`config.mk`:
```
export PLATFORM = sky130hd
export DESIGN_NAME = neurotransmitter_channel
export DESIGN_NICKNAME = d
export VERILOG_FILES = /design/src/rtl/nt_pkg.sv /design/src/rtl/nt_decay_timer.sv /design/src/rtl/neurotransmitter_channel.sv
export SDC_FILE = /design/constraint.sdc
export NUM_CORES = 1
export LEC_CHECK = 0
export ABC_AREA = 1
export BUFFER_PORTS_ARGS = -buffer_cell sky130_fd_sc_hd__buf_2
export CORE_ASPECT_RATIO = 1.25
export CORE_MARGIN = 2
export CORE_UTILIZATION = 30
export DETAILED_ROUTE_END_ITERATION = 10
export GPL_TIMING_DRIVEN = 0
export HOLD_SLACK_MARGIN = 0.03
export PLACE_DENSITY = 0.5
export SLEW_MARGIN = 20
export SYNTH_ARGS = -nofsm -noshare
export SYNTH_HDL_FRONTEND = slang
export SYNTH_SLANG_ARGS = --single-unit
```
`constraint.sdc`:
```
create_clock -name clk -period 5.1 [get_ports clk]
set_input_delay 0 -clock clk [delete_from_list [all_inputs] [get_ports clk]]
set_output_delay 0 -clock clk [all_outputs]
set_load 0.02 [all_outputs]
```
`src/rtl/nt_pkg.sv`:
```
// Shared types and helpers for the neurotransmitter resource channel.
// Holds the request decode enum and the saturating add/subtract used for every value update.
package nt_pkg;

   typedef enum logic [2:0] {
      OP_IDLE,
      OP_INC,
      OP_DEC,
      OP_CONFLICT,
      OP_SET,
      OP_HOLD
   } nt_op_e;

   // dir=1 adds and clamps at 2^n-1; dir=0 subtracts and clamps at 0 (n must be < 32).
   function automatic logic [31:0] sat_add_sub(input logic [31:0] value,
                                               input logic [31:0] step,
                                               input logic        dir,
                                               input int unsigned n);
      logic [31:0] max_val;
      logic [32:0] sum;
      logic [31:0] result;
      max_val = (32'd1 << n) - 32'd1;
      sum     = {1'b0, value} + {1'b0, step};
      if (dir) begin
         result = (sum > {1'b0, max_val}) ? max_val : sum[31:0];
      end else begin
         result = (step > value) ? 32'd0 : (value - step);
      end
      return result;
   endfunction

endpackage

```
`src/rtl/nt_decay_timer.sv`:
```
// Idle-cycle counter that pulses tick once every DECAY_PERIOD idle cycles.
// Activity clears it; cycles that are neither idle nor active (hold) leave it frozen.
module nt_decay_timer #(
   parameter int DECAY_PERIOD = 16
) (
   input  logic clk,
   input  logic rst_n,
   input  logic clear,
   input  logic enable,
   output logic tick
);
   import nt_pkg::*;

   localparam int CW = (DECAY_PERIOD > 0) ? $clog2(DECAY_PERIOD + 1) : 1;

   logic [CW-1:0] cnt_reg;

   generate
      if (DECAY_PERIOD > 0) begin : g_decay
         assign tick = enable && (cnt_reg == CW'(DECAY_PERIOD - 1));
      end else begin : g_no_decay
         assign tick = 1'b0;
      end
   endgenerate

   always_ff @(posedge clk or negedge rst_n) begin
      if (!rst_n) begin
         cnt_reg <= '0;
      end else if (clear || tick) begin
         cnt_reg <= '0;
      end else if (enable && (DECAY_PERIOD > 0)) begin
         cnt_reg <= cnt_reg + 1'b1;
      end
   end

endmodule

```
`src/rtl/neurotransmitter_channel.sv`:
```
// One transmitter's resource level: inc/dec/fast requests from a regulator, idle decay toward
// rest, habituation that halves the inc rate under sustained excitation, and a freeze input.
module neurotransmitter_channel #(
   parameter int N            = 7,
   parameter int LEVEL_BITS   = 2,
   parameter int DEFAULT_VAL  = 96,
   parameter int SET_VAL      = 64,
   parameter int FAST_STEP    = 3,
   parameter int DECAY_PERIOD = 16,
   parameter int HAB_CYCLES   = 8
) (
   input  logic                  clk,
   input  logic                  rst_n,
   input  logic                  inc,
   input  logic                  dec,
   input  logic                  fast,
   input  logic                  setval,
   input  logic                  hold,
   output logic [N-1:0]          value,
   output logic [LEVEL_BITS-1:0] level,
   output logic                  at_max,
   output logic                  at_min,
   output logic                  habituated
);
   import nt_pkg::*;

   localparam int SW = (HAB_CYCLES > 0) ? $clog2(HAB_CYCLES + 1) : 1;

   nt_op_e        op;
   logic [N-1:0]  value_reg, value_next;
   logic [SW-1:0] streak_reg, streak_next;
   logic          phase_reg, phase_next;
   logic          decay_tick;
   logic [31:0]   step;
   logic [31:0]   step_res;
   logic [31:0]   decay_res;
   logic          unused_hi_bits;

   always_comb begin
      op = OP_IDLE;
      if (setval)          op = OP_SET;
      else if (hold)       op = OP_HOLD;
      else if (inc && dec) op = OP_CONFLICT;
      else if (inc)        op = OP_INC;
      else if (dec)        op = OP_DEC;
   end

   nt_decay_timer #(
      .DECAY_PERIOD(DECAY_PERIOD)
   ) u_decay_timer (
      .clk   (clk),
      .rst_n (rst_n),
      .clear ((op != OP_IDLE) && (op != OP_HOLD)),
      .enable(op == OP_IDLE),
      .tick  (decay_tick)
   );

   assign step      = fast ? 32'(FAST_STEP) : 32'd1;
   assign step_res  = sat_add_sub(32'(value_reg), step, op == OP_INC, N);
   // Decay step is zero once at rest, so the value settles instead of oscillating.
   assign decay_res = sat_add_sub(32'(value_reg),
                                  (32'(value_reg) == 32'(DEFAULT_VAL)) ? 32'd0 : 32'd1,
                                  32'(value_reg) < 32'(DEFAULT_VAL), N);
   assign unused_hi_bits = ^{step_res[31:N], decay_res[31:N]};

   assign habituated = (HAB_CYCLES > 0) && (streak_reg == SW'(HAB_CYCLES));

   always_comb begin
      value_next  = value_reg;
      streak_next = streak_reg;
      phase_next  = phase_reg;
      case (op)
         OP_SET: begin
            value_next  = N'(SET_VAL);
            streak_next = '0;
            phase_next  = 1'b0;
         end
         OP_HOLD: ;
         OP_CONFLICT: streak_next = '0;
         OP_INC: begin
            // Once habituated only every other inc cycle lands.
            if (!habituated || phase_reg) value_next = step_res[N-1:0];
            phase_next = ~phase_reg;
            if (streak_reg != SW'(HAB_CYCLES)) streak_next = streak_reg + 1'b1;
         end
         OP_DEC: begin
            value_next  = step_res[N-1:0];
            streak_next = '0;
            phase_next  = 1'b0;
         end
         OP_IDLE: begin
            streak_next = '0;
            phase_next  = 1'b0;
            if (decay_tick) value_next = decay_res[N-1:0];
         end
         default: ;
      endcase
   end

   always_ff @(posedge clk or negedge rst_n) begin
      if (!rst_n) begin
         value_reg  <= N'(DEFAULT_VAL);
         streak_reg <= '0;
         phase_reg  <= 1'b0;
      end else begin
         value_reg  <= value_next;
         streak_reg <= streak_next;
         phase_reg  <= phase_next;
      end
   end

   assign value  = value_reg;
   assign level  = value_reg[N-1 -: LEVEL_BITS];
   assign at_max = &value_reg;
   assign at_min = ~|value_reg;

endmodule

```
After elaboration in Yosys (flattened, before gate mapping)
Index checks and enable logic that the tools add are counted.

$add $sub $neg: 6. Bitwise operators: 1. Reductions and logical operators: 19. Order comparisons: 5. Equal/unequal tests: 12. Multiplexer cells: 21.

Operators by type and width (number): $mux 7 (8); $pmux 7 s4 (1); $gt 8x7->1 const B (2); $mux 5 (2); $add 7x1->8 (1); $add 7x2->8 (1); $mux 2 (4); $pmux 4 s2 (1); $eq 7x7->1 const B (1); $gt 1x7->1 (1); $gt 2x7->1 (1); $lt 7x7->1 const B (1); $reduce_and 7->1 (1); $reduce_or 7->1 (1); $sub 7x1->7 (1); $sub 7x2->7 (1); $eq 3x2->1 const B (2); $mux 3 (2); $reduce_bool 2->1 (3); $add 5x1->5 const B (1); $eq 5x4->1 const B (1); $add 4x1->4 const B (1); $eq 4x4->1 const B (1); $mux 4 (1); 19 further kinds (24).

Bits of input ports: 7. Output and inout port bits: 12. Register bits after elaboration: 17.

Logic depth before layout (Yosys ltp)
Gate-level depths: netlist of run 1.

Depth in word-level cells: 9. Mapped depth: 13.

Modules after synthesis
Synthesis of run 1 repeated with hierarchy kept, for this count alone.

Cell total of the unflattened synthesis: 266. Area, all modules: 1849.3 sq um.

By module, submodules not included: neurotransmitter_channel (area an instance 1580.3 sq um, cells each 233, instances 1, seq. area each 302.8 sq um); nt_decay_timer (area an instance 269.0 sq um, cells each 33, instances 1, seq. area each 125.1 sq um).

Least setup slack after synthesis of run 1
OpenSTA, ideal clock, no wires.

Kind: register -> register. Start point: reg value_reg[5], in the netlist value[5]. End point: reg value_reg[2], in the netlist value[2]. Path slack: 2.990 ns. Period minus slack after synthesis: 2.110 ns. Path buffers: 1. Data arrival time: 1.987 ns. Stages on the path, launching flop included: 13. Cells stage by stage: dfstp_2 buf_2 nand2_2 inv_1 nand4_1 ha_1 ha_1 nand2_1 nand2_1 o21ai_0 nor2_1 nor2_1 a21oi_1.

Word-level cells in the longest chain between the ends: 8. Elaborated cells between the ends (all ways): 19. Those cells by class: add/sub: 3; order compare: 5; eq/ne: 1; mux: 10.

Ends and longest elaborated chain: start, declared (line neurotransmitter_channel.sv:30) `logic [N-1:0] value_reg, value_next;`; start signal, assigned (line neurotransmitter_channel.sv:102) `value_reg <= N'(DEFAULT_VAL);`; start signal, assigned (line neurotransmitter_channel.sv:106) `value_reg <= value_next;`; $eq 7x7->1 (line neurotransmitter_channel.sv:62) `(32'(value_reg) == 32'(DEFAULT_VAL)) ? 32'd0 : 32'd1,`; $mux 1 (line neurotransmitter_channel.sv:62); $add 7x1->8 (line nt_pkg.sv:23) `sum = {1'b0, value} + {1'b0, step};`; $gt 8x7->1 (line nt_pkg.sv:25) `result = (sum > {1'b0, max_val}) ? max_val : sum[31:0];`; $mux 7 (line nt_pkg.sv:25); $mux 7 (line nt_pkg.sv:24) `if (dir) begin`; $mux 7 (line neurotransmitter_channel.sv:94) `if (decay_tick) value_next = decay_res[N-1:0];`; $pmux 7 s4 (*) (line neurotransmitter_channel.sv:72) `case (op)`.

Every way passes the cells marked *; elsewhere a longest branch is shown, timed or not. The select of a mux whose other input is x is not followed. A chain may end at the register's enable or synchronous reset.

Worst setup path in the final report of run 1
Start point: reg value_reg[5], in the netlist value[5]. End point: reg value_reg[4], in the netlist value[4].

The elaborated chain is that of the path after synthesis.

==> results of run 1 <==
[cell families after synthesis]
group | Yosys count | synth area share (%)
AO/OA/AOI/OAI | 26 | 8.39
AND/OR/NAND/NOR | 162 | 42.2
flip-flops | 17 | 24.9
buffers and inverters | 43 | 10.8
adder cells (fa/ha/maj) | 14 | 11.1
XOR/XNOR | 5 | 2.55
[through the flow]
step           hold WS [ns]  util, %
2_1_floorplan        -0.296        -
6_report              0.157     35.4
4_1_cts               0.148     35.4
3_3_place_gp        -0.0431     34.4
3_5_place_dp        -0.0457     34.4
5_1_grt               0.187     35.4
[layout by cell type, fill, tap and decap left out, types with 2 or more instances in the layout]
cell      count
nand4_1       9
a21oi_1       9
fa_1          2
o21ai_1       4
ha_1         12
inv_2         2
nand2_2       6
nand2_1      78
clkbuf_8      3
inv_1        32
o21ai_0       8
buf_2        22
dfrtp_1      15
xor2_1        5
dfstp_2       2
and3_1        2
a21oi_2       2
nor2_1       33
nor2_4        2
nor2_2        6
nand3_1      22
nand3_2       2
buf_4         3
[routing by layer]
| layer | global-route usage, % | wire, um | up-vias |
|---|---|---|---|
| met5 | 0 | 0 | - |
| met4 | 4.29 | 51 | 0 |
| met3 | 2.16 | 119 | 4 |
| met2 | 28.4 | 2180 | 15 |
| met1 | 19.9 | 2110 | 728 |
| li1 | - | - | 893 |
[path summary, 6_finish.rpt]
kind                                 from                  endpoint  depth (start not counted)
worst max-delay path             value[5]                  value[4]                         13
worst min-delay path               setval  u_decay_timer.cnt_reg[1]                          5
worst max register to register   value[5]                  value[4]                         13
worst min register to register  phase_reg                 phase_reg                          1
max in group asynchronous           rst_n                  value[6]                          2
min in group asynchronous           rst_n                  value[3]                          2
[worst reg2reg max path: stages (launching register included)]
cell     delay, ns
dfstp_2       0.54
buf_2         0.22
nand2_2       0.14
inv_1         0.19
nand4_1       0.16
ha_1          0.28
ha_1          0.24
nand2_1       0.07
nand2_1       0.04
nand3_1       0.07
nand2_1       0.05
nor2_1        0.11
nor2_1        0.06
a21oi_1       0.12
[power groups by stage]
stage | combinational, mW | clock (mW) | sequential [mW]
final | 0.184 | 0.102 | 0.165
after CTS | 0.186 | 0.108 | 0.165
after global routing | 0.212 | 0.114 | 0.167
after global placement | 0.184 | 0 | 0.168
after detailed placement | 0.185 | 0 | 0.168
after floorplan | 0.129 | 0 | 0.173
[layout make-up]
| class | count | share of cell area, % |
|---|---|---|
| multi-input cells | 207 | 56.8 |
| flip-flops and latches | 17 | 22.0 |
| inverters | 35 | 6.77 |
| repair buffers | 19 | 5.15 |
| well taps | 64 | 4.12 |
| plain buffers | 8 | 2.77 |
| clock buffers | 3 | 2.13 |
| clock inverters | 1 | 0.258 |
[repair_timing]
action,in CTS,in global routing
setup endpoints to repair,0,0
hold buffers,1,0
endpoints found under the hold margin,17,0
==> flow_summary.yaml, run 1 <==
sta:
  fin_crit_sh_pct: 46.5
  hold_viol_final: 0
  timing.fmax_mhz: 422
  tns_ns: 0
  final_max_slew_viol_count: 0
  rsz0062_at_grt: "false"
  setup_ws_ns: 2.73
  tightest_slew_ns: 0.400
  relSlewSlack_pct: 73.3
  period_minus_slack_ns: 2.37
  timing.clock.skew_ns: 0.00526
  setup_viol: 0
grt:
  grt_first_pass_wirelength_mm: 7.89
  grt_pass1_vias: 1703
  grt_max_degree: 18
  grt_overflow: 0
  grt_antenna_before_repair: 0
  grt.total_usage_pct: 15.8
yosys:
  syn_avg_cell_area_um2: 6.42
  synthTopCellsByArea: "dfrtp_1, nand2_1, ha_1"
  synth_area_um2: 1720
  synth_common_cells: "nand2_1, nor2_1, inv_1"
  synth_cells: 267
  ys_async_sr_fraction_pct: 100
  yosys_warnings: 0
  yosysTopAreaCell: "dfrtp_1"
  syn_nets: 288
  synth_cell_types: 29
  yosysSeqAreaShare_pct: 24.9
  synth_top_area_share_pct: 21.9
  synth.most_common_cell: "nand2_1"
  synth-seq-cells: 17
  ys.flop_type: "dfrtp_1"
  synth_edf_count: 0
finish:
  ff_latch_area_um2: 428
  nFillCells: 622
  multi_input_area_um2: 1100
  final_area_um2: 1940
  layout.nets: 312
  drive_above_1_share_pct: 17.9
  final_cell_count_no_fill: 354
  largest_reg_flops: 7
  area_growth_pct: 13.2
  antenna_cells: 0
clocking:
  cts_setup_buffers: 0
  clockBufferDepth: 2
  cts_resized: 0
  cts_buffers: 3
  clock_latency_ns: 0.25
  root_buffer: "clkbuf_8"
  h-tree-depth: 1
  cts_tree: "yes"
  clock_sinks: 17
  clkSlewWorstSetupHoldPaths_ns: 0.07
floorplan:
  start_util_pct: 31.3
  io_pins: 19
  die_w_um: 71.6
  coreArea_um2: 5480
  die_h_um: 88.5
  num_rows: 30
  dieArea_um2: 6340
job:
  cap_violations: 0
worst_setup_path:
  endpoint_kind: "flip-flop"
  cpMostUsedCell: "nand2_1"
  required_ns: 5.28
  slowest_delay_ns: 0.54
  r2r_slack_ns: 2.73
  crit_fanout: 10
  cp_slowest_cell: "dfstp_2"
  start_kind: "flip-flop"
  cp.arrival_ns: 2.55
  cp_cell_sequence: "buf_2 > nand2_2 > inv_1 > nand4_1 > ha_1 > ha_1 > nand2_1 > nand2_1 > nand3_1 > nand2_1 > nor2_1 > nor2_1 > a21oi_1"
  cp_top_family: "simple AND/OR/NAND/NOR gates"
  worst-path-buf-inv: 2
  critical_path_class: "reg2reg"
power_and_ir_drop:
  swShare_pct: 41.2
  p_seq_share_pct: 36.5
  combinationalPowerShare_pct: 40.9
  cellLeakagePower_nw: 1.04
  ir_drop_uv: 130
  powerDensity_nw_per_um2: 232
  switchingPower_mw: 0.186
  clkPwrFrac_pct: 22.7
  power.total_mw: 0.451
  internal_power_mw: 0.266
placed_design:
  placedCellCount: 349
  numPortBuffers: 18
  place_hpwl_mm: 3.52
  dp_slack_ns: 2.76
  place.gp.congestion: 0.802
  placed_area_um2: 1890
route:
  initialDrtViolationCount: 130
  drc_errors: 0
  vias: 1640
  ant_nets: 0
  wl_mm: 4.45
  vias_per_cell: 4.63
  dr.pass1.iters: 4
  wire_per_inst_um: 12.6
outcome:
  status: "finished, final reports clean"
hold_path:
  hold_class: "in2reg"
Power figures use the tool's default switching activity.
==> inputs of run 2 (changes only) <==
Clock period 5.1 ns to 2.3 ns, I/O delays scaled along.
==> run 2 against run 1 <==
  * Fmax rose by 13%
  * Global-route usage barely moved
  * Sequential power rose by 130%
  * Die area did not move
  * Clock power rose by 120%
  * Largest power group unchanged
==> flow_summary.yaml, run 2 (synthesis gave the netlist of run 1 again) <==
outcome:
  status: "finished, final reports clean"
finish:
  final_common_cell: "nand2_1"
  largest_reg_flops: 7
  drive_above_1_share_pct: 20.0
  antenna_cells: 0
  nFillCells: 618
  mostFrequentLayoutCells: "nand2_1, nor2_1, inv_1, nand3_1, buf_2"
  area_growth_pct: 13.8
  layout.nets: 312
floorplan:
  dieArea_um2: 6340
  coreArea_um2: 5480
  num_rows: 30
  die_h_um: 88.5
  die_w_um: 71.6
  io_pins: 19
  start_util_pct: 31.3
hold_path:
  hp-start: "setval"
  hold_depth: 5
  hold_class: "in2reg"
  min_delay_worst_endpoint: "u_decay_timer.cnt_reg[1]"
route:
  ant_nets: 0
  wire_per_inst_um: 12.6
  vias: 1657
  wl_mm: 4.48
  initialDrtViolationCount: 114
  drc_errors: 0
  vias_per_cell: 4.68
  dr.pass1.iters: 4
placed_design:
  place.gp.congestion: 0.802
  place_hpwl_mm: 3.52
  numPortBuffers: 18
grt:
  grt.total_usage_pct: 15.8
  grt_antenna_before_repair: 0
  grt_pass1_vias: 1702
  grt_first_pass_wirelength_mm: 7.87
  grt_max_degree: 18
  grt_overflow: 0
sta:
  hold_viol_final: 0
  relSlewSlack_pct: 73.5
  period_minus_slack_ns: 2.09
  fin_crit_sh_pct: 91.0
  final_max_slew_viol_count: 0
  tightest_slew_ns: 0.397
  timing.fmax_mhz: 478
  timing.clock.skew_ns: 0.00513
  setup_viol: 0
  tns_ns: 0
  rsz0062_at_grt: "false"
worst_setup_path:
  r2r-start: "value[6]"
  start_kind: "flip-flop"
  r2r_slack_ns: 0.21
  cp_slowest_cell: "dfstp_2"
  cp_top_family: "simple AND/OR/NAND/NOR gates"
  cpMostUsedCell: "nand2_1"
  cp.arrival_ns: 2.27
  r2r-end: "value[4]"
  cp_cell_sequence: "nand2_2 > inv_2 > nand4_1 > ha_2 > ha_1 > nand2_1 > nand2_1 > nand3_1 > nand2_1 > nor2_1 > nor2_1 > a21oi_1"
  worst-path-buf-inv: 1
  crit_fanout: 7
  endpoint_kind: "flip-flop"
  slowest_delay_ns: 0.62
  r2r_cells: 12
  critical_path_class: "reg2reg"
  required_ns: 2.48
clocking:
  root_buffer: "clkbuf_8"
  clock_latency_ns: 0.25
  clockBufferDepth: 2
  cts_buffers: 3
  h-tree-depth: 1
  clock_sinks: 17
  cts_tree: "yes"
  clkSlewWorstSetupHoldPaths_ns: 0.07
power_and_ir_drop:
  ir_drop_uv: 289
  cellLeakagePower_nw: 1.03
  power.total_mw: 1.01
  powerDensity_nw_per_um2: 516
job:
  cap_violations: 0
-- run 2: cell counts in the layout (fill, tap and decap cells not counted) --
Identical to the previous run, type by type.
-- run 2: stage by stage --
step           std cells  cell area [um^2]  setup WS (ns)  util (%)  hold slack [ns]
2_1_floorplan        267              1720          0.190         -           -0.296
6_report             354              1950          0.207      35.6            0.157
3_5_place_dp         349              1890        -0.0413      34.4          -0.0457
3_3_place_gp         349              1890        -0.0342      34.4          -0.0431
5_1_grt              354              1950         0.0308      35.6            0.187
4_1_cts              354              1940         0.0141      35.4            0.148
-- run 2: worst max path at each step --
stage / depth (start not counted) / slack [ns] / from / end
after CTS: 13 / 0.01 / value[5] / value[4]
after global routing: 12 / 0.03 / value[5] / value[4]
final: 12 / 0.21 / value[6] / value[4]
after detailed placement: 13 / -0.04 / value[5] / value[4]
after global placement: 13 / -0.03 / value[5] / value[4]
after floorplan: 12 / 0.19 / value[5] / value[2]
-- run 2: what timing repair did --
| action | in CTS | in global routing |
|---|---|---|
| resized for setup | 1 | 5 |
| setup buffers | 0 | 2 |
| hold buffers | 1 | 0 |
| endpoints found under the hold margin | 17 | 0 |
| endpoints found under the setup margin | 2 | 3 |
-- run 2: power by group --
group          internal (mW)  total (mW)  leakage (nW)  switching [mW]
clock network          0.120       0.227        0.0255           0.107
logic                  0.144       0.407         0.789           0.263
registers              0.329       0.374         0.220          0.0445
total                  0.594        1.01          1.03           0.414
-- run 2: final cells by class --
class	count	area, um^2	share of cell area, %
well taps	64	80.1	4.10
multi-input cells	207	1100	56.6
clock buffers	3	41.3	2.12
repair buffers	21	115	5.90
flip-flops and latches	17	430	22.1
plain buffers	6	43.8	2.24
clock inverters	1	5.00	0.256
inverters	35	131	6.73
-- run 2: metal layers --
metal  up-vias  global-route usage [%]  part of all wire, %
met5         -                       0                    0
met4         0                    4.29                  1.1
met3         4                    2.16                  2.9
met2        23                    28.3                   50
met1       737                    19.9                   46
li1        893                       -                    -
-- run 2: tightest hold or removal path, delay by kind of cell --
family | cells | cell delay (ns)
AND/OR/NAND/NOR | 3 | 0.21
buffers and inverters | 2 | 0.17
==> inputs of run 3 (changes only) <==
Settings changed: MAX_ROUTING_LAYER from default to met4.
==> run 3 against run 2 <==
  * First-iteration DRC count down 6.1%
  * Setup slack better by 0.0019 ns
  * Largest power group unchanged
  * Critical endpoint unchanged
  * Via count increased by 0.66%
  * Critical path depth did not move
  * Combinational power grew 2%
  * Flip-flop and latch count did not move
  * Power rose by 0.65%
  * Worst hold slack about the same
  * Die area unchanged
  * Clock skew hardly changed
==> flow_summary.yaml, run 3 (synthesis gave the netlist of run 1 again) <==
outcome:
  status: "finished, final reports clean"
floorplan:
  die_w_um: 71.6
  die_h_um: 88.5
  dieArea_um2: 6340
  num_rows: 30
  start_util_pct: 31.3
  io_pins: 19
  coreArea_um2: 5480
worst_setup_path:
  endpoint_kind: "flip-flop"
  r2r_slack_ns: 0.21
  critical_path_class: "reg2reg"
  crit_fanout: 7
  start_kind: "flip-flop"
  cp.arrival_ns: 2.27
  required_ns: 2.48
finish:
  largest_reg_flops: 7
  fin_util_pct: 35.9
  area_growth_pct: 14.7
  mostFrequentLayoutCells: "nand2_1, nor2_1, inv_1, nand3_1, buf_2"
  layout.nets: 314
  antenna_cells: 0
  drive_above_1_share_pct: 20.5
  final_common_cell: "nand2_1"
power_and_ir_drop:
  powerDensity_nw_per_um2: 516
  cellLeakagePower_nw: 1.04
  power.total_mw: 1.01
  ir_drop_uv: 289
placed_design:
  place_hpwl_mm: 3.52
  place.gp.congestion: 0.814
  numPortBuffers: 18
route:
  wl_mm: 4.49
  wire_per_inst_um: 12.6
  initialDrtViolationCount: 107
  ant_nets: 0
  drc_errors: 0
  dr.pass1.iters: 4
  vias_per_cell: 4.69
  vias: 1668
clocking:
  h-tree-depth: 1
  cts_tree: "yes"
  cts_buffers: 3
  clock_latency_ns: 0.25
  clockBufferDepth: 2
  clock_sinks: 17
  root_buffer: "clkbuf_8"
  clkSlewWorstSetupHoldPaths_ns: 0.07
sta:
  fin_crit_sh_pct: 90.9
  setup_viol: 0
  timing.fmax_mhz: 478
  relSlewSlack_pct: 72.9
  timing.clock.skew_ns: 0.00525
  final_max_slew_viol_count: 0
  period_minus_slack_ns: 2.09
  hold_viol_final: 0
  rsz0062_at_grt: "false"
  tightest_slew_ns: 0.407
hold_path:
  hold_class: "in2reg"
grt:
  grt.total_usage_pct: 16.3
  grt_max_degree: 18
  grt_first_pass_wirelength_mm: 7.89
  grt_antenna_before_repair: 0
  grt_overflow: 0
  grt_pass1_vias: 1695
job:
  cap_violations: 0
==> run 3: per-layer routing <==
layer	track usage (%)	up-vias	wire length [um]
met5	-	-	0
li1	-	896	-
met1	20.1	746	2090
met3	1.94	4	133
met2	28.2	22	2220
met4	4.29	0	48
==> run 3: per-stage QoR <==
step | hold WS [ns] | cell area, um^2 | setup slack [ns] | TNS, ns | cells
6_report | 0.156 | 1970 | 0.209 | 0 | 356
5_1_grt | 0.187 | 1970 | 0.0315 | 0 | 356
4_1_cts | 0.148 | 1940 | 0.0141 | 0 | 354
3_5_place_dp | -0.0457 | 1890 | -0.0413 | -0.0705 | 349
3_3_place_gp | -0.0431 | 1890 | -0.0342 | -0.0495 | 349
2_1_floorplan | -0.296 | 1720 | 0.190 | 0 | 267
==> run 3: worst paths after layout <==
check | startpoint | end | cells past startpoint
worst max-delay path | value[6] | value[4] | 12
min in group asynchronous | rst_n | value[3] | 2
worst min-delay path | setval | u_decay_timer.cnt_reg[1] | 5
worst min register to register | phase_reg | phase_reg | 1
max in group asynchronous | rst_n | value[6] | 2
worst max register to register | value[6] | value[4] | 12
==> run 3: layout make-up <==
| class | instances | area (um^2) |
|---|---|---|
| Inverter | 35 | 131 |
| Clock inverter | 1 | 5.00 |
| Tap cell | 64 | 80.1 |
| Multi-Input combinational cell | 207 | 1100 |
| Clock buffer | 3 | 41.3 |
| Sequential cell | 17 | 430 |
| Timing Repair Buffer | 23 | 130 |
| Fill cell | 617 | 3510 |
| Buffer | 6 | 43.8 |
==> run 3: repair_timing <==
item | 4_1_cts | 5_1_grt
endpoints found under the hold margin | 17 | 0
resized for setup | 1 | 5
cloned | 0 | 0
setup buffers | 0 | 4
setup endpoints to repair | 2 | 3
hold buffers | 1 | 0
==> run 3: where the power goes <==
group / total, mW / switching [mW] / internal (mW)
clock: 0.227 / 0.107 / 0.120
combinational: 0.414 / 0.264 / 0.150
sequential: 0.374 / 0.0444 / 0.329
total: 1.01 / 0.415 / 0.600
==> run 3: worst max-delay path, cell delays in order (launching register included) <==
cell	delay, ns
dfstp_2	0.62
nand2_2	0.14
inv_2	0.14
nand4_1	0.14
ha_2	0.24
ha_1	0.22
nand2_1	0.07
nand2_1	0.04
nand3_1	0.07
nand2_1	0.05
nor2_1	0.11
nor2_1	0.06
a21oi_1	0.12
